===== src/rtl/text_overlay_pkg.sv =====
// Banner / FSM state codes shared by the overlay sequencer and the text pixel generator.
// Latency: n/a (constants only).  Backpressure: n/a.
// The RUN/READY/OVER/DONE states reuse the banner codes so show_text can be driven from state directly.
package text_overlay_pkg;

    localparam logic [1:0] TXT_NONE     = 2'b00;
    localparam logic [1:0] TXT_READY    = 2'b01;
    localparam logic [1:0] TXT_OVER     = 2'b10;
    localparam logic [1:0] TXT_COMPLETE = 2'b11;

    localparam logic [1:0] ST_RUN   = TXT_NONE;
    localparam logic [1:0] ST_READY = TXT_READY;
    localparam logic [1:0] ST_OVER  = TXT_OVER;
    localparam logic [1:0] ST_DONE  = TXT_COMPLETE;

    function automatic logic [1:0] banner_code(input logic [1:0] state, input logic blank);
        return (state == ST_READY && blank) ? TXT_NONE : state;
    endfunction

endpackage


===== src/rtl/frame_tick_gen.sv =====
// Registered compare of the VGA counters: one-cycle frame_tick per frame at (0, TICK_LINE).
// Latency: 1 cycle after the counter match.  Backpressure: none (free-running pulse).
module frame_tick_gen #(
    parameter int TICK_LINE = 480
) (
    input  logic       clk,
    input  logic       rst,
    input  logic [9:0] h_cnt,
    input  logic [9:0] v_cnt,
    output logic       frame_tick
);

    always_ff @(posedge clk) begin
        if (rst) begin
            frame_tick <= 1'b0;
        end else begin
            frame_tick <= (h_cnt == 10'd0) && (v_cnt == 10'(TICK_LINE));
        end
    end

endmodule


===== src/rtl/text_overlay_ctrl.sv =====
// Text overlay sequencer: picks READY / GAME OVER / COMPLETE banner, owns game_run; optional READY blink under TEXT_BLINK_EN.
// Latency: event pulse -> outputs one cycle after the next frame_tick (changes only in vertical blanking).
// Backpressure: none; events are latched as sticky pending flags until the next frame tick.
module text_overlay_ctrl
    import text_overlay_pkg::*;
#(
    parameter int HOLD_FRAMES  = 180,
    parameter int BLINK_FRAMES = 30,
    parameter int TICK_LINE    = 480
) (
    input  logic       clk_25MHz,
    input  logic       rst,
    input  logic [9:0] h_cnt,
    input  logic [9:0] v_cnt,
    input  logic       start_key,
    input  logic       evt_over,
    input  logic       evt_complete,
    output logic [1:0] show_text,
    output logic       game_run,
    output logic       frame_tick
);

    localparam int HW = $clog2(HOLD_FRAMES + 1);

    generate
        if (HOLD_FRAMES < 1 || BLINK_FRAMES < 1) begin : g_bad_cfg
            $error("text_overlay_ctrl: HOLD_FRAMES and BLINK_FRAMES must be >= 1");
        end
    endgenerate

    logic [1:0]    state, state_nxt;
    logic [HW-1:0] hold_cnt, hold_nxt;
    logic          pend_start, pend_over, pend_done;
    logic          blank_nxt;

    frame_tick_gen #(.TICK_LINE(TICK_LINE)) u_frame_tick (
        .clk        (clk_25MHz),
        .rst        (rst),
        .h_cnt      (h_cnt),
        .v_cnt      (v_cnt),
        .frame_tick (frame_tick)
    );

    // Flags clear on the tick but an event in the tick cycle itself survives for the next frame.
    always_ff @(posedge clk_25MHz) begin
        if (rst) begin
            pend_start <= 1'b0;
            pend_over  <= 1'b0;
            pend_done  <= 1'b0;
        end else begin
            pend_start <= (pend_start & ~frame_tick) | start_key;
            pend_over  <= (pend_over  & ~frame_tick) | evt_over;
            pend_done  <= (pend_done  & ~frame_tick) | evt_complete;
        end
    end

    always_comb begin
        state_nxt = state;
        hold_nxt  = hold_cnt;
        if (frame_tick) begin
            case (state)
                ST_READY: if (pend_start) state_nxt = ST_RUN;
                ST_RUN: begin
                    if (pend_over)      state_nxt = ST_OVER;
                    else if (pend_done) state_nxt = ST_DONE;
                end
                default: begin
                    if (hold_cnt == HW'(HOLD_FRAMES - 1)) state_nxt = ST_READY;
                    else                                  hold_nxt  = hold_cnt + HW'(1);
                end
            endcase
        end
        if (state_nxt != state) hold_nxt = '0;
    end

`ifdef TEXT_BLINK_EN
    localparam int BW = $clog2(BLINK_FRAMES + 1);

    logic [BW-1:0] blink_cnt, blink_cnt_nxt;
    logic          blink_off, blink_off_nxt;

    // Phase restarts lit whenever READY is (re)entered.
    always_comb begin
        blink_cnt_nxt = blink_cnt;
        blink_off_nxt = blink_off;
        if (state != ST_READY || state_nxt != ST_READY) begin
            blink_cnt_nxt = '0;
            blink_off_nxt = 1'b0;
        end else if (frame_tick) begin
            if (blink_cnt == BW'(BLINK_FRAMES - 1)) begin
                blink_cnt_nxt = '0;
                blink_off_nxt = ~blink_off;
            end else begin
                blink_cnt_nxt = blink_cnt + BW'(1);
            end
        end
        blank_nxt = blink_off_nxt;
    end

    always_ff @(posedge clk_25MHz) begin
        if (rst) begin
            blink_cnt <= '0;
            blink_off <= 1'b0;
        end else begin
            blink_cnt <= blink_cnt_nxt;
            blink_off <= blink_off_nxt;
        end
    end
`else
    assign blank_nxt = 1'b0;
`endif

    always_ff @(posedge clk_25MHz) begin
        if (rst) begin
            state     <= ST_READY;
            hold_cnt  <= '0;
            show_text <= TXT_READY;
            game_run  <= 1'b0;
        end else begin
            state     <= state_nxt;
            hold_cnt  <= hold_nxt;
            show_text <= banner_code(state_nxt, blank_nxt);
            game_run  <= (state_nxt == ST_RUN);
        end
    end

endmodule


===== config.mk =====
export PLATFORM = sky130hd
export DESIGN_NAME = text_overlay_ctrl
export DESIGN_NICKNAME = d
export VERILOG_FILES = /design/src/rtl/text_overlay_pkg.sv /design/src/rtl/frame_tick_gen.sv /design/src/rtl/text_overlay_ctrl.sv
export SDC_FILE = /design/constraint.sdc
export NUM_CORES = 1
export LEC_CHECK = 0
export BUFFER_PORTS_ARGS = -buffer_cell sky130_fd_sc_hd__buf_2
export CELL_PAD_IN_SITES_DETAIL_PLACEMENT = 1
export CELL_PAD_IN_SITES_GLOBAL_PLACEMENT = 2
export CORE_MARGIN = 2
export CORE_UTILIZATION = 26
export DETAILED_ROUTE_END_ITERATION = 7
export PLACE_DENSITY_LB_ADDON = 0.1
export SYNTH_ARGS = -nofsm -noshare
export SYNTH_HDL_FRONTEND = slang
export SYNTH_SLANG_ARGS = --single-unit

===== constraint.sdc =====
create_clock -name clk_25MHz -period 1.71 [get_ports clk_25MHz]
set_input_delay 0.342 -clock clk_25MHz [delete_from_list [all_inputs] [get_ports clk_25MHz]]
set_output_delay 0.342 -clock clk_25MHz [all_outputs]
set_load 0.01 [all_outputs]

======== After elaboration in Yosys (flattened, before gate mapping) ========
Cells that the tools add are included.
word-level totals
  flip-flop bits (word level) ............. 15
  output and inout port bits .............. 4
  word-level logic and storage cells ...... 34
operators by class
  $add $sub $neg .......................... 1
  equality and inequality tests ........... 4
  mux-type cells .......................... 6
  bitwise gates (word level) .............. 9
  reduce and logical (&&, ||, !) cells .... 7
operator list
  cell                   number
  $eq A10 B9 Y1 const B  1
  $logic_not A10 Y1      1
  $mux W2                5
  $add A8 B1 Y8 const B  1
  $eq A8 B8 Y1 const B   1
  $logic_not A2 Y1       2
  $pmux W2 S2            1
  $reduce_or A2 Y1       2
  $and A1 B1 Y1          3
  $not A1 Y1             3
  $or A1 B1 Y1           3
  $reduce_and A3 Y1      1
  $eq A2 B1 Y1 const B   1
  $ne A2 B2 Y1           1
  $logic_and A1 B1 Y1    1

======== Depth between registers and ports, before layout ========
  word-level depth ........................ 6
  gate-level depth with buffers ........... 5

======== Modules after synthesis ========
A second synthesis with hierarchy kept.
second synthesis, totals
  cells, all modules ...................... 80
  area, all modules ....................... 739.5 um2
by module, submodules not included
  module             times used  cells each  area an instance (um2)  seq. area each (um2)
  text_overlay_ctrl  1           70          664.4                   280.3
  frame_tick_gen     1           10          75.1                    20.0

======== Worst setup path before layout ========
Ideal clock, no wire load.
  kind .................................... register to register
  start point ............................. reg hold_cnt[0]
  end point ............................... reg hold_cnt[0]
  arrival ................................. 1,454 ps
  path slack .............................. 131 ps
  stages on the path, launching flop included .. 6
  period minus slack after synthesis ...... 1,579 ps
  path through ............................ dfxtp_1 -> ha_1 -> nand4_2 -> or4_4 -> o221ai_4 -> nor2_1
on the way
  word-level cells in the longest chain between the ends .. 6
ends and longest elaborated chain
  what                        RTL line                  text
  start: declaration          text_overlay_ctrl.sv:32   logic [HW-1:0] hold_cnt, hold_nxt;
  start signal: assignment    text_overlay_ctrl.sv:121  hold_cnt <= hold_nxt;
  $eq A8 B8 Y1                text_overlay_ctrl.sv:68   if (hold_cnt == HW'(HOLD_FRAMES - 1)) state_nxt = ST_READY;
  $mux W2                     text_overlay_ctrl.sv:68
  $pmux W2 S2                 text_overlay_ctrl.sv:61   case (state)
  $mux W2                     text_overlay_ctrl.sv:60   if (frame_tick) begin
  $ne A2 B2 Y1                text_overlay_ctrl.sv:73   if (state_nxt != state) hold_nxt = '0;
  $reduce_or A2 Y1 (no line)  --
Several ways; a longest one is shown, not always the timed one.
A chain may end at the register's enable or synchronous reset.

======== Final worst setup path ========
  start point ............................. reg hold_cnt[1]
  end point ............................... reg hold_cnt[3]
Same word-level chain as after synthesis.

==> impl_summary.txt <==
----------------------------------------------------
[Status]
  Status ... finished, final reports clean

[Critical path]
  Max stage delay on crit path ... 0.48 ns
  Critical-path top delay cell ... or4_4
  Data required time of the critical path ... 1.88 ns
  Slack of the worst reg-to-reg path ... 0.08 ns
  Crit path capture type ... flip-flop
  Data arrival at the endpoint of the critical path ... 1.80 ns
  Peak fanout along the critical path ... 8
  Kind of launch point of the worst setup path ... flip-flop
  Cell-by-cell trace of the critical path ... ha_4 -> nand4_2 -> or4_4 -> o221ai_4 -> nor2_1
  Depth of the most critical reg-to-reg path ... 5
  Setup Crit Path Kind ... flip-flop to flip-flop

[Timing]
  Fin crit share ... 0.951
  Worst-case hold slack ... 0.213 ns
  Final setup violation count ... 0
  Worst clock skew ... 0.00418 ns
  Unrepaired setup endpoints after global routing ... no
  Worst Max-Slew Pin Slew ... 0.531 ns
  Total Negative Setup Slacks ... 0 ns
  Final hold violations ... 0
  Highest attainable clock frequency ... 0.615 GHz
  Worst-case headroom to the max-slew limit ... 0.641
  Final critical-path required period ... 1.63 ns
  Slew Viols, Final ... 0

[Global routing]
  Initial antenna violation count ... 0
  First-pass GRT wire length ... 3070 um
  Via count of the first global-routing pass ... 737
  Remaining Overflow, GRT ... 0
  Total routing resource utilization after global routing ... 0.120
  Maximum number of pins on one net before global-route repair ... 9

[Pwr]
  Power density over the cells ... 636 nW/um^2
  Leakage ... 0.399 nW
  Total Power Consumption ... 0.612 mW
  Maximum ir drop on the vdd rail ... 0.384 mV

[Yosys]
  Number of instances in the synthesized netlist ... 78
  Synthesized-area fraction occupied by and/or/nand/nor cells ... 0.326
  Arithmetic-cell share of the synthesized area counting full adders, half adders and majority gates ... 0.0175
  Synth Net Count ... 104
  Count of different cell masters after synthesis ... 29
  Xor-xnor portion of the synthesized cell area ... 0.0737
  Combined area of all synthesized cells ... 713 um^2
  Avg Inst Size Synth ... 9.14 um^2
  Largest family of logic cells by synthesized area ... simple AND/OR/NAND/NOR gates
  Number of synthesized register bits ... 15
  Sequential fraction of the synthesis area ... 0.421
  Post-synthesis compound-gate area fraction ... 0.151
  Yosys Warn Count ... 0
  Portion of netlist area occupied by mux cells ... 0

[Min path]
  Type of the tightest min-delay check ... input port to flip-flop
  Worst hold stages ... 2

[Clock tree]
  Num CTS Buffers ... 3
  TritonCTS clock tree ... done
  Worst skew pair latency ... 0.29 ns
  H-tree level count ... 1
  Total number of clock tree sinks ... 15
  Clock transition at the registers of the reported paths ... 0.09 ns
  Bufs on Longest Clock Path ... 2
  Root Buffer Master ... clkbuf_4
  Post-CTS Repair Setup Buffers ... 0

[Drt]
  Via count normalized by instance count ... 5.03
  Number of nets still failing antenna checks after routing ... 0
  Starting DRT DRC Count ... 4
  Total via count after detailed routing ... 724
  Final routed wirelength across all metal layers ... 1770 um
  DRC violations left ... 0
  Average wire per standard cell ... 12.3 um
  Iteration count of the initial detailed-routing pass ... 4

[Die]
  Effective utilization at floorplan ... 0.280
  Floorplan die height ... 56.4 um
  Core region area ... 2540 um^2
  Die area ... 3180 um^2
  Die extent in x ... 56.4 um
  Number of top-level pins ... 29
  Number of cell rows ... 18

[Placement]
  Routability-driven placement congestion ratio ... 0.731
  Placement Cell Area ... 921 um^2
  Final HPWL DP ... 1420 um
  Buffers added on ports ... 28

[Cells and area]
  Post-route cell area ... 962 um^2
  Nets@finish ... 141
  Fraction of the core area covered by cells at the end of the flow ... 0.378
  Inserted Diodes ... 0
  Share of final-layout standard cells stronger than drive strength 1 ... 0.377
  Most common cell after layout, fill and taps aside ... buf_2
  Layout overhead on the synthesized area ... 34.9%
  Highest-count cells in the layout ignoring fill and taps ... buf_2 (28), dfxtp_1 (13), nor2_1 (11)

[Run]
  Max capacitance violation total ... 0

----------------------------------------------------
## stage by stage
| step | cells | setup WS (ns) |
|---|---|---|
| floorplan | 78 | 0.131 |
| global placement | 140 | 0.0836 |
| detailed placement | 140 | 0.0485 |
| CTS | 144 | 0.0355 |
| global route | 144 | 0.00862 |
| finish | 144 | 0.0836 |
## cell usage after synthesis
cell / instances / area [um^2]
dfxtp_1: 15 / 300
nor2_1: 11 / 41.3
nand2_1: 7 / 26.3
xor2_1: 6 / 52.6
a21oi_1: 5 / 25.0
nand4_1: 5 / 31.3
nor4_1: 5 / 31.3
inv_1: 2 / 7.51
o21a_1: 2 / 15.0
a21boi_0: 1 / 7.51
a21o_1: 1 / 7.51
and2_1: 1 / 6.26
and3_1: 1 / 6.26
and4_1: 1 / 8.76
ha_1: 1 / 12.5
nand3_1: 1 / 5.00
nand3b_1: 1 / 7.51
nand4_2: 1 / 12.5
nor2b_1: 1 / 6.26
nor3_1: 1 / 5.00
nor4b_1: 1 / 8.76
o221ai_4: 1 / 26.3
o22a_1: 1 / 8.76
o31a_1: 1 / 8.76
o41ai_1: 1 / 8.76
or2b_2: 1 / 8.76
or3_1: 1 / 6.26
or4_4: 1 / 11.3
or4b_2: 1 / 10.0
## power breakdown
part,leakage [nW],switching (mW),internal [mW]
Sequential,0.123,0.00320,0.354
Combinational,0.261,0.0200,0.0283
Clock,0.0150,0.116,0.0907
## kinds of logic after synthesis
group / Yosys count
XOR/XNOR: 6
AND/OR/NAND/NOR: 41
AO/OA/AOI/OAI: 13
adder cells (fa/ha/maj): 1
buffers and inverters: 2
flip-flops: 15
## state kept, by name, indices dropped and copies added (netlist names)
register,flops
game_run,1
hold_cnt,8
pend_done,1
pend_over,1
pend_start,1
state,2
u_frame_tick.frame_tick,1
## final cells by class
cell class	count	area [um^2]
fill	318	1580
clock buffer	4	26.3
timing repair buffer	32	170
inverter	2	7.51
tap	30	37.5
sequential	15	303
multi-input combinational	61	418
## path summary, 6_finish.rpt
| path | from | endpoint |
|---|---|---|
| setup / recovery | hold_cnt[1]$_SDFFE_PP0P_ | hold_cnt[3]$_SDFFE_PP0P_ |
| hold reg to reg | pend_start$_SDFF_PP0_ | pend_start$_SDFF_PP0_ |
| setup reg to reg | hold_cnt[1]$_SDFFE_PP0P_ | hold_cnt[3]$_SDFFE_PP0P_ |
| hold / removal | v_cnt[9] | u_frame_tick.frame_tick$_SDFF_PP0_ |
## timing repair
action                     in CTS  in global routing
resized for setup               0                  4
hold buffers                    0                  0
setup endpoints to repair       0                  8
hold endpoints to repair        0                  0
## worst max-delay path: cells and delay by family, from the launching register on
| family | cells | cell delay, ns |
|---|---|---|
| flip-flops | 1 | 0.37 |
| adder cells (fa/ha/maj) | 1 | 0.15 |
| AO/OA/AOI/OAI | 1 | 0.30 |
| AND/OR/NAND/NOR | 3 | 0.69 |
## per-layer routing
layer  routed length, um  global-route usage  up-vias
met5                   0                   0        -
met4                   0              0.0102        0
met3                 146              0.0461        0
met2                 830               0.210       28
met1                 797               0.143      335
li1                    -                   -      361
Power figures use the tool's default switching activity.
